## config.mk

```make
export PLATFORM = sky130hd
export DESIGN_NAME = decade_chain_ctrl_flat
export DESIGN_NICKNAME = d
export VERILOG_FILES = /design/src/rtl/decade_chain_ctrl_if.sv /design/src/rtl/decade_chain_ctrl.sv /design/src/flat_wrapper.sv
export SDC_FILE = /design/constraint.sdc
export NUM_CORES = 1
export LEC_CHECK = 0
export ABC_AREA = 0
export BUFFER_PORTS_ARGS = -buffer_cell sky130_fd_sc_hd__buf_4
export CAP_MARGIN = 20
export CELL_PAD_IN_SITES_DETAIL_PLACEMENT = 0
export CELL_PAD_IN_SITES_GLOBAL_PLACEMENT = 1
export CORE_AREA = 2 2 46 91
export DETAILED_ROUTE_END_ITERATION = 12
export DIE_AREA = 0 0 48 93
export PLACE_DENSITY = 0.79
export SYNTH_ARGS = -nofsm -noshare
export SYNTH_HDL_FRONTEND = slang
export SYNTH_SLANG_ARGS = --single-unit
```

## constraint.sdc

```tcl
create_clock -name clk -period 5.5 [get_ports clk]
set_clock_uncertainty 0.1 [all_clocks]
set_input_delay 1.1 -clock clk [delete_from_list [all_inputs] [get_ports clk]]
set_output_delay 1.1 -clock clk [all_outputs]
set_load 0.01 [all_outputs]
```

## src/rtl/decade_chain_ctrl_if.sv

```systemverilog
// Command/status bundle for decade_chain_ctrl.
// Optional lap capture signals exist only when LAP_CAPTURE_EN is defined.
interface decade_chain_ctrl_if #(
    parameter int DIGITS = 4
);
    logic                  start;
    logic                  stop;
    logic                  clear;
    logic                  load;
    logic [4*DIGITS-1:0]   load_val;
    logic [4*DIGITS-1:0]   bcd_out;
    logic                  running;
    logic                  tick;
    logic                  ovf;
`ifdef LAP_CAPTURE_EN
    logic                  lap;
    logic [4*DIGITS-1:0]   lap_val;

    modport master (
        output start, stop, clear, load, load_val, lap,
        input  bcd_out, running, tick, ovf, lap_val
    );
    modport slave (
        input  start, stop, clear, load, load_val, lap,
        output bcd_out, running, tick, ovf, lap_val
    );
`else
    modport master (
        output start, stop, clear, load, load_val,
        input  bcd_out, running, tick, ovf
    );
    modport slave (
        input  start, stop, clear, load, load_val,
        output bcd_out, running, tick, ovf
    );
`endif
endinterface

```

## src/rtl/decade_chain_ctrl.sv

```systemverilog
// Multi-digit BCD stopwatch/event-counter sequencer: prescaler, IDLE/RUN/PAUSE
// control, preset loading and single-cycle ripple carry across DIGITS decades.
// Optional feature macro: LAP_CAPTURE_EN (adds lap / lap_val snapshot register).
// A load seen while running is not honoured, but like stop it still claims the
// cycle: the prescaler holds and the count does not advance on that cycle.
module decade_chain_ctrl #(
    parameter int DIGITS   = 4,
    parameter int PRESCALE = 10
) (
    input  logic                clk,
    input  logic                rst,
    decade_chain_ctrl_if.slave  bus
);
    localparam int            PW    = (PRESCALE > 1) ? $clog2(PRESCALE) : 1;
    localparam logic [PW-1:0] PTERM = PW'(PRESCALE - 1);
    localparam int            W     = 4 * DIGITS;

    typedef enum logic [1:0] {IDLE, RUN, PAUSE} state_t;

    state_t         state, state_next;
    logic [PW-1:0]  presc, presc_next;
    logic [W-1:0]   bcd, bcd_next;
    logic [W-1:0]   bcd_inc, load_clean;
    logic           all_nines;
    logic           counting, adv, load_ok;
    logic           running_q, tick_q, ovf_q;
    logic           running_d, tick_d, ovf_d;

    assign load_ok  = bus.load && (state != RUN);
    // stop, clear or a load arriving during RUN all suppress counting this cycle
    assign counting = (state == RUN) && !bus.clear && !bus.load && !bus.stop;
    assign adv      = counting && (presc == PTERM);

    // State register
    always_ff @(posedge clk) begin
        // NOTE: sequential state uses non-blocking assignments so every register updates from pre-edge values.
        if (rst) state <= IDLE;
        else     state <= state_next;
    end

    // Next-state decode with priority clear > load > stop > start
    always_comb begin
        // NOTE: default assignment first so every path drives state_next and no latch is inferred.
        state_next = state;
        if (bus.clear) begin
            state_next = IDLE;
        end else if (!load_ok) begin
            unique case (state)
                IDLE:    if (bus.start && !bus.stop) state_next = RUN;
                RUN:     if (bus.stop)               state_next = PAUSE;
                PAUSE:   if (bus.start && !bus.stop) state_next = RUN;
                default:                             state_next = IDLE;
            endcase
        end
    end

    // Ripple-carry increment of all digits and per-digit sanitising of the preset
    always_comb begin : advance_logic
        logic carry;
        logic [3:0] d;
        carry      = 1'b1;
        bcd_inc    = bcd;
        load_clean = '0;
        for (int i = 0; i < DIGITS; i++) begin
            d = bcd[4*i +: 4];
            if (carry) begin
                if (d == 4'd9) begin
                    bcd_inc[4*i +: 4] = 4'd0;
                end else begin
                    bcd_inc[4*i +: 4] = d + 4'd1;
                    carry             = 1'b0;
                end
            end
            load_clean[4*i +: 4] = (bus.load_val[4*i +: 4] > 4'd9) ? 4'd0 : bus.load_val[4*i +: 4];
        end
        all_nines = carry;
    end

    // Next count and prescaler values
    always_comb begin
        bcd_next   = bcd;
        presc_next = presc;
        if (bus.clear) begin
            bcd_next   = '0;
            presc_next = '0;
        end else if (load_ok) begin
            bcd_next   = load_clean;
            presc_next = '0;
        end else if (counting) begin
            presc_next = adv ? '0 : presc + PW'(1);
            if (adv) bcd_next = bcd_inc;
        end
    end

    // Output decode feeding the registered status flags
    always_comb begin
        running_d = (state_next == RUN);
        tick_d    = adv;
        ovf_d     = adv && all_nines;
    end

    // Datapath and status registers
    always_ff @(posedge clk) begin
        if (rst) begin
            bcd       <= '0;
            presc     <= '0;
            running_q <= 1'b0;
            tick_q    <= 1'b0;
            ovf_q     <= 1'b0;
        end else begin
            bcd       <= bcd_next;
            presc     <= presc_next;
            running_q <= running_d;
            tick_q    <= tick_d;
            ovf_q     <= ovf_d;
        end
    end

    assign bus.bcd_out = bcd;
    assign bus.running = running_q;
    assign bus.tick    = tick_q;
    assign bus.ovf     = ovf_q;

`ifdef LAP_CAPTURE_EN
    logic [W-1:0] lap_q;

    // Lap snapshot of the pre-advance count while RUN or PAUSE
    always_ff @(posedge clk) begin
        if (rst)                                        lap_q <= '0;
        else if (bus.clear)                             lap_q <= '0;
        else if (bus.lap && (state != IDLE))            lap_q <= bcd;
    end

    assign bus.lap_val = lap_q;
`endif

endmodule

```

## src/flat_wrapper.sv

```systemverilog
// flat-port wrapper written by rule: the top's interface ports become plain ports
module decade_chain_ctrl_flat 
#(
    parameter int DIGITS   = 4,
    parameter int PRESCALE = 10
)
  (clk, rst, bus_start, bus_stop, bus_clear, bus_load, bus_load_val, bus_bcd_out, bus_running, bus_tick, bus_ovf);
  decade_chain_ctrl_if #(.DIGITS(DIGITS)) bus_i ();
  input  logic clk;
  input  logic rst;
  input wire logic [$bits(bus_i.start)-1:0] bus_start;
  input wire logic [$bits(bus_i.stop)-1:0] bus_stop;
  input wire logic [$bits(bus_i.clear)-1:0] bus_clear;
  input wire logic [$bits(bus_i.load)-1:0] bus_load;
  input wire logic [$bits(bus_i.load_val)-1:0] bus_load_val;
  output wire logic [$bits(bus_i.bcd_out)-1:0] bus_bcd_out;
  output wire logic [$bits(bus_i.running)-1:0] bus_running;
  output wire logic [$bits(bus_i.tick)-1:0] bus_tick;
  output wire logic [$bits(bus_i.ovf)-1:0] bus_ovf;
  assign bus_i.start = bus_start;
  assign bus_i.stop = bus_stop;
  assign bus_i.clear = bus_clear;
  assign bus_i.load = bus_load;
  assign bus_i.load_val = bus_load_val;
  assign bus_bcd_out = bus_i.bcd_out;
  assign bus_running = bus_i.running;
  assign bus_tick = bus_i.tick;
  assign bus_ovf = bus_i.ovf;
  decade_chain_ctrl #(.DIGITS(DIGITS), .PRESCALE(PRESCALE)) u_core (.clk(clk), .rst(rst), .bus(bus_i));
endmodule
```

# --- Yosys cells after proc, flatten, opt, wreduce, memory -nomap -nowiden ---
# Index checks and enable logic that the tools add are counted.
word_totals:
  reg_bits: 25
  latchBits: 0
  ram_bits: 0
  rom_bits: 0
  wordCells: 77
  n_memories: 0
op_classes:
  add_sub_neg: 5
  multipliers: 0
  div: 0
  n_lt_le_gt_ge: 4
  n_eq_ne: 9
  n_shift: 0
  mux: 27
  n_bitwise: 0
  n_reduce_logical: 23
ops:
  columns: ["op", "n"]
  rows:
  - ["16-bit two-way mux", 3]
  - ["4-bit two-way mux", 12]
  - ["4-bit by 1-bit adder with 4-bit output (second input constant)", 5]
  - ["4-bit equality test (second input constant)", 5]
  - ["4-bit greater-than comparator (second input constant)", 4]
  - ["2-bit nonzero test", 5]
  - ["3-bit AND reduction", 3]
  - ["2-bit two-way mux", 4]
  - ["1-bit logical AND", 7]
  - ["1-bit two-way mux", 7]
  - ["2-bit by 1-bit equality test with 1-bit output (second input constant)", 2]
  - ["2-bit one-hot mux with 2 select lines", 1]
  - ["2-bit OR reduction", 2]
  - ["1-bit logical NOT", 3]
  - ["3-bit OR reduction", 1]
  - ["2-bit equality test (second input constant)", 1]
  - ["2-bit logical NOT", 1]
  - ["2-bit by 1-bit != test with 1-bit output (second input constant)", 1]
  - ["2-bit AND reduction", 1]

# --- Depth between registers and ports, before layout ---
# Gate-level depths: netlist of run 1.
depth:
  depth_word: 8
  ltp_mapped: 7
  ltp_nobuf: 7

# --- Least setup slack after synthesis of run 1 ---
# OpenSTA, ideal clock, no wires.
synth_timing:
  kind: "input port to flip-flop"
  from: "input bus_stop"
  to: "register u_core.bcd[13], in the netlist u_core.bus.bcd_out[13]"
  t_arrival_ns: 2.659
  required_time_ns: 5.265
  path_slack_ns: 2.606
  cell_stages: 6
  n_path_buf: 1
  cell_sequence: "or4b_1 buf_2 nor4_4 and3_1 mux2i_1 o22ai_1"
synth_via:
  elab_chain_len: 5
synth_rtl:
  columns: ["element", "line_no", "text"]
  rows:
  - ["start, declared", "flat_wrapper.sv:12", "input wire logic [$bits(bus_i.stop)-1:0] bus_stop;"]
  - ["1-bit logical NOT *", "decade_chain_ctrl.sv:31", "assign counting = (state == RUN) && !bus.clear && !bus.load && !bus.stop;"]
  - ["1-bit logical AND *", "decade_chain_ctrl.sv:31", null]
  - ["1-bit logical AND", "decade_chain_ctrl.sv:32", "assign adv = counting && (presc == PTERM);"]
  - ["2-bit nonzero test (no line)", null, null]
  - ["3-bit AND reduction (no line) *", null, null]
  - ["end signal, assigned", "decade_chain_ctrl.sv:111", "bcd <= bcd_next;"]
  - ["end, declared", "decade_chain_ctrl.sv:22", "logic [W-1:0] bcd, bcd_next;"]
# Every way passes the cells marked *; elsewhere a longest branch is shown, timed or not.
# A chain may end at the register's enable or synchronous reset.

# --- Worst setup path in the final report of run 1 ---
# Ends and elaborated chain as after synthesis.

==> key figures, run 1 <==
Outcome
  • Status: finished clean

Clocking
  • CTS tree: yes
  • Post-cts sizing count: 0
  • Clock root cell: clkbuf_8
  • Number of buffers inserted during clock tree synthesis: 3
  • Clock slew at the register clock pins of the worst setup and hold paths: about 0.090 ns
  • Clock latency at the later pin of the worst-skew pair: around 0.27 ns
  • Number of sinks on the clock net: 25
  • Number of buffers inserted for hold repair after clock tree synthesis: 0
  • Buffers inserted during post-CTS setup optimization: 0
  • Maximum clock insertion buffer count: 2
  • Total number of H-tree levels: 1

STA
  • Final total negative setup slack: 0 ns
  • Tcrit/Tclk final: between 50% and 60%
  • Max_slew headroom: roughly 46%
  • Total count of max-transition violations in the final report: 0
  • Maximum operating frequency: roughly 0.34 GHz
  • Final hold violation count: 0
  • Actual transition at the worst max-transition pin: approximately 0.81 ns
  • Endpoints failing setup: 0
  • RSZ-0062 raised after global routing: no
  • Final critical delay including setup and external delays: a little under 3 ns

Logic synthesis
  • Simple-gate area share of the yosys netlist: between 20% and 30%
  • Number of synthesized flops with an enable pin: 0
  • Primary FF master, synth: dfxtp_1
  • Share of the yosys chip area belonging to registers: 34.01%
  • Synthesized-area fraction occupied by ao, oa, aoi and oai cells: between 20% and 30%
  • Post-synthesis async set-or-reset flop share: 0%
  • YS warnings: 0
  • Flip-flop and latch count after synthesis: 25
  • Number of nets produced by synthesis: around 210
  • Largest family of logic cells by synthesized area: simple AND/OR/NAND/NOR gates
  • Post-synthesis instance area: about 1500 µm²
  • Synthesized instance count: between 150 and 200
  • Share of synthesized area spent on multiplexers: between 5 and 6%
  • Mean cell area of the mapped netlist: 7.997 µm²
  • Parity-gate share of the synthesized area counting xor and xnor cells: between 4 and 5%
  • Yosys cell types: 40
  • Adder-cell share of the synthesized area: between 1.5 and 2%

Routing
  • Via/cell ratio: ~5.5
  • Routed wire length: roughly 4000 µm
  • Residual DRC count: 0
  • Drt first pass iters: 4
  • Starting DRT DRC Count: 40
  • Antenna viol nets, final: 0
  • Wire per inst: 14.42 µm
  • DR vias: 1493

Layout
  • Cell area after layout: ~1900 µm²
  • Ratio of cells with drive above 1 in the final layout: a little over a fifth
  • Diode insertion count for antenna repair: 0
  • Final nets: ~250
  • Area delta synth->final: 25.94%

Worst setup path
  • CP max FO: 10
  • Crit path required time: around 5.5 ns
  • Type of the worst setup path: input port to register
  • Startpoint type of the worst setup path: input port
  • Category of the worst setup path capture point: register
  • Path depth of the worst reg2reg path: 5
  • Startpoint of the lowest-slack register-to-register path: u_core.state[1]
  • Critical path arrival: around 3.0 ns
  • Endpoint of the worst-slack reg-to-reg timing path: u_core.bus.bcd_out[13]
  • Slack of the worst reg-to-reg path: 3.11 ns

Place
  • Total half-perimeter wirelength after legalization and detailed placement: between 3000 and 4000 µm
  • Count of port buffers added during placement: 40
  • Area after DPL: ~1800 µm²
  • Global placement routability congestion: between 0.7 and 0.8

Die
  • Die outline area: ~4500 µm²
  • Die width: 48 µm
  • Initial Utilization: between 30% and 40%
  • Chip Height: ~93 µm
  • Standard-cell rows: 32
  • I/O pin count: between 40 and 50
  • Core footprint: about 3800 µm²

Global route
  • Initial antenna violation count: 0
  • Vias in the first global route: 1440
  • Total grt overflow: 0
  • Wire length of the first global-routing pass: 6375 µm
  • Maximum number of pins on one net before global-route repair: 26
  • Total GRT Usage: 19.07%

Flow run
  • Total of max-cap violations: 0

Min path
  • Origin of the worst min-delay path: u_core.presc[3]
  • Hold path endpoint: u_core.presc[3]
  • Worst hold path type: register to register
  • Cell depth of the worst min-delay path: 1

Power
  • Pwr per Cell Area: approximately 190 nW/µm²
  • Cell leakage power: slightly above 0.7 nW
  • Largest voltage drop on the vdd net: ~0.12 mV
[synthesized netlist by cell type (all sizes together), types with 3 or more instances]
cell type,count,area (µm²)
o22ai,4,25.02
clkbuf,6,22.52
a211oi,8,65.06
xnor2,6,52.55
nand3b,3,22.52
nor3b,3,22.52
a21oi,22,110.1
nand2,12,45.04
nor2,18,67.56
dfxtp,25,500.5
inv,6,22.52
o21ai,12,60.06
nor2b,5,31.28
mux2i,7,70.07
nand2b,3,18.77
nor3,7,35.03
and2,4,25.03
nand3,6,30.03
[cell usage in the layout, fill, tap and decap left out, types with 2 or more instances in the layout]
cell type,n
a211oi_1,7
a21oi_1,22
a31oi_1,2
and2_1,3
buf_4,40
clkbuf_8,3
dfxtp_1,25
ha_1,2
inv_1,6
mux2i_1,7
nand2_1,12
nand2b_1,3
nand3_1,6
nand3b_1,3
nand4_1,2
nor2_1,18
nor2b_1,5
nor3_1,7
nor3b_1,3
o21ai_0,12
o22ai_1,4
o311ai_0,2
or2_2,2
or4bb_1,2
xnor2_1,6
xor2_1,2
[stage by stage]
step	setup slack (ns)	hold WS, ns	total power, W	util (%)	std cells
3_5_place_dp	2.259	0.4222	0.0002475	47.53	268
5_1_grt	2.419	0.4731	0.0003654	48.72	272
3_3_place_gp	2.295	0.4007	0.0002464	47.53	268
2_1_floorplan	2.606	0.3732	0.0002199	-	184
6_report	2.540	0.4389	0.0003532	48.72	272
4_1_cts	2.541	0.4380	0.0003552	48.72	272
[power by group]
part / switching (W) / internal, W
logic: 0.0000262 / 0.0000256
clock network: 0.0000581 / 0.0000518
registers: 0.00000617 / 0.000185
total: 0.0000905 / 0.000263
[worst max-delay path by stage]
stage | from | endpoint
2_1_floorplan | bus_stop | u_core.bus.bcd_out[13]
6_report | bus_stop | u_core.bus.bcd_out[13]
3_3_place_gp | bus_stop | u_core.bus.bcd_out[13]
3_5_place_dp | bus_stop | u_core.bus.bcd_out[13]
4_1_cts | bus_stop | u_core.bus.bcd_out[13]
5_1_grt | bus_stop | u_core.bus.bcd_out[13]
[cell families after synthesis]
logic type	after synthesis
simple gates	74
flops	25
fa+ha+maj	2
compound gates	54
buf+inv	13
mux	8
xor+xnor	8
[worst max-delay path, stage by stage]
cell	delay [ns]
buf_4	0.12
or4b_1	0.65
nor4_4	0.53
and3_1	0.30
mux2i_1	0.20
o22ai_1	0.09
[state kept, by name, summed over array words and instances (netlist names)]
register,cells
u_core.state,2
u_core.bus.bcd_out,16
u_core.presc,4
u_core.bus.ovf,1
u_core.bus.tick,1
u_core.bus.running,1
[per-layer routing]
layer  wire length [µm]  up-vias  track usage [%]
li1                   -      744                -
met1               1518      716            21.77
met2               2203       25            34.22
met3                114        8            2.124
met4                 86        0            5.856
met5                  0        -                0
[final cells by class]
cell class	count	area, µm²
fill	397	1951
clock buffer	4	45.04
multi-input combinational	146	920.9
timing repair buffer	40	300.3
sequential	25	500.5
inverter	6	22.52
tap	51	63.81
Note: power is estimated with default switching activity, not from simulation.
==> run 2, diff against run 1 <==
CORE_AREA = 2 2 48 95   (was 2 2 46 91)
DIE_AREA = 0 0 50 97   (was 0 0 48 93)
PLACE_DENSITY = 0.73   (was 0.79)
clock period = 2.9 ns   (was 5.5 ns; I/O delays follow)
==> key figures, run 2 (same netlist as run 1, synthesis figures left out) <==
Routing
  • Via/cell ratio: 5.437 (-0.95%)
  • Antenna viol nets, final: 0 (unchanged)
  • Routed wire length: 4133 µm (+5.4%)
  • Drt first pass iters: 4 (unchanged)
  • Starting DRT DRC Count: 22 (-45%)
  • Wire per inst: 14.92 µm (+3.5%)
  • DR vias: 1506 (+0.87%)
  • Residual DRC count: 0 (unchanged)

Power
  • Cell leakage power: 0.7278 nW (+2.8%)
  • Pwr per Cell Area: 361.5 nW/µm² (+90%)
  • Largest voltage drop on the vdd net: 0.2205 mV (+81%)

Clocking
  • Number of buffers inserted for hold repair after clock tree synthesis: 0 (unchanged)
  • Buffers inserted during post-CTS setup optimization: 0 (unchanged)
  • Number of sinks on the clock net: 25 (unchanged)
  • Clock root cell: clkbuf_8
  • Maximum clock insertion buffer count: 2 (unchanged)
  • Number of buffers inserted during clock tree synthesis: 3 (unchanged)
  • Clock latency at the later pin of the worst-skew pair: 0.28 ns (about the same)
  • Total number of H-tree levels: 1 (unchanged)
  • Clock slew at the register clock pins of the worst setup and hold paths: 0.09 ns (about the same)
  • Post-cts sizing count: 0 (unchanged)
  • CTS tree: yes

Layout
  • Number of flip-flops in the largest register: 16 (unchanged)
  • Final nets: 250 (+1.6%)
  • Area delta synth->final: 28.32%
  • Ratio of cells with drive above 1 in the final layout: 23.56% (+1.8 points)
  • Most frequent cells in the layout: buf_4 (44), dfxtp_1 (25), a21oi_1 (22), nor2_1 (18)
  • Diode insertion count for antenna repair: 0 (unchanged)
  • Most common cell after layout, fill and taps aside: buf_4
  • Cell area after layout: 1888 µm² (+1.9%)

STA
  • Max_slew headroom: 68.12% (+22 points)
  • Final critical delay including setup and external delays: between 2 and 2.5 ns
  • Post-route worst hold slack: 0.4017 ns (-0.03713 ns)
  • Maximum operating frequency: 0.4421 GHz
  • Final total negative setup slack: 0 ns (unchanged)
  • Total count of max-transition violations in the final report: 0 (unchanged)
  • RSZ-0062 raised after global routing: no
  • Endpoints failing setup: 0 (unchanged)
  • Actual transition at the worst max-transition pin: 0.4722 ns (-0.3414 ns)
  • Tcrit/Tclk final: between 70% and 80%
  • Final hold violation count: 0 (unchanged)

Outcome
  • Status: finished clean

Global route
  • Total grt overflow: 0 (unchanged)
  • Initial antenna violation count: 0 (unchanged)
  • Total GRT Usage: 17.93% (-1.1 points)
  • Vias in the first global route: 1465 (+1.7%)
  • Wire length of the first global-routing pass: 6886 µm (+8.0%)
  • Maximum number of pins on one net before global-route repair: 25 (-3.8%)

Worst setup path
  • Worst setup startpoint: bus_stop
  • Category of the worst setup path capture point: register
  • Path depth of the worst reg2reg path: 5 (unchanged)
  • CP max FO: 7 (-3)
  • Endpoint of the worst-slack reg-to-reg timing path: u_core.bus.bcd_out[13]
  • Slack of the worst reg-to-reg path: 0.67 ns (-2.44 ns)
  • Type of the worst setup path: input port to register
  • Startpoint type of the worst setup path: input port
  • Startpoint of the lowest-slack register-to-register path: u_core.bus.bcd_out[3]
  • Crit path required time: 2.95 ns (-2.57 ns)
  • Critical path arrival: 2.31 ns (-0.67 ns)

Die
  • Initial Utilization: 36.00% (-2.7 points)
  • Standard-cell rows: 33 (+3.1%)
  • Core footprint: 4088 µm² (+7.5%)
  • I/O pin count: 41 (unchanged)
  • Chip Height: 97 µm (+4.3%)
  • Die outline area: 4850 µm² (+8.6%)
  • Die width: 50 µm (+4.2%)

Min path
  • Worst hold path type: input port to register
  • Origin of the worst min-delay path: rst
  • Cell depth of the worst min-delay path: 2 (+1)
  • Hold path endpoint: u_core.bus.tick

Flow run
  • Total of max-cap violations: 0 (unchanged)

Place
  • Global placement routability congestion: 0.7785 (-1.0%)
  • Total half-perimeter wirelength after legalization and detailed placement: 3201 µm (+6.0%)
  • Count of port buffers added during placement: 40 (unchanged)
  • Area after DPL: 1839 µm² (+1.7%)
[run 2: worst max-delay path, stage by stage]
cell and delay (ns):
buf_4 0.12, or4b_1 0.66, nor4_4 0.40, and3_1 0.27, mux2i_1 0.20, o22ai_1 0.09
[run 2: worst max path at each step]
| stage | depth (start not counted) | endpoint |
|---|---|---|
| after floorplan | 6 | u_core.bus.bcd_out[13] |
| after global placement | 6 | u_core.bus.bcd_out[13] |
| final | 6 | u_core.bus.bcd_out[13] |
| after CTS | 6 | u_core.bus.bcd_out[13] |
| after detailed placement | 6 | u_core.bus.bcd_out[13] |
| after global routing | 6 | u_core.bus.bcd_out[13] |
[run 2: per-stage QoR]
step / setup WS (ns) / instances / utilization, % / total power (W)
floorplan: 0.5258 / 184 / - / 0.0004171
global placement: 0.3754 / 273 / 45.00 / 0.0004708
detailed placement: 0.3340 / 273 / 45.00 / 0.0004728
CTS: 0.6100 / 277 / 46.19 / 0.0006883
global route: 0.5126 / 277 / 46.19 / 0.0007126
finish: 0.6380 / 277 / 46.19 / 0.0006824
[run 2: cell type report]
cell class / count / area [µm²]
inverters: 6 / 22.52
multi-input cells: 146 / 920.9
fillers: 416 / 2200
clock buffers: 3 / 41.29
clock inverters: 1 / 7.507
flip-flops and latches: 25 / 500.5
well taps: 52 / 65.06
repair buffers: 44 / 330.3
[run 2: metal layers]
metal  wire length (µm)  share of wire (%)  track usage [%]  vias up
li1                   -                  -                -      752
met3                104                2.5            2.160        6
met2               2254                 55            31.58       32
met4                 74                1.8            8.333        0
met5                  0                  0                0        -
met1               1700                 41            20.56      716
[run 2: power by group]
group | switching [W] | internal (W)
clock network | 0.000120 | 0.0000976
logic | 0.0000506 | 0.0000505
registers | 0.0000121 | 0.000351
total | 0.000183 | 0.000499
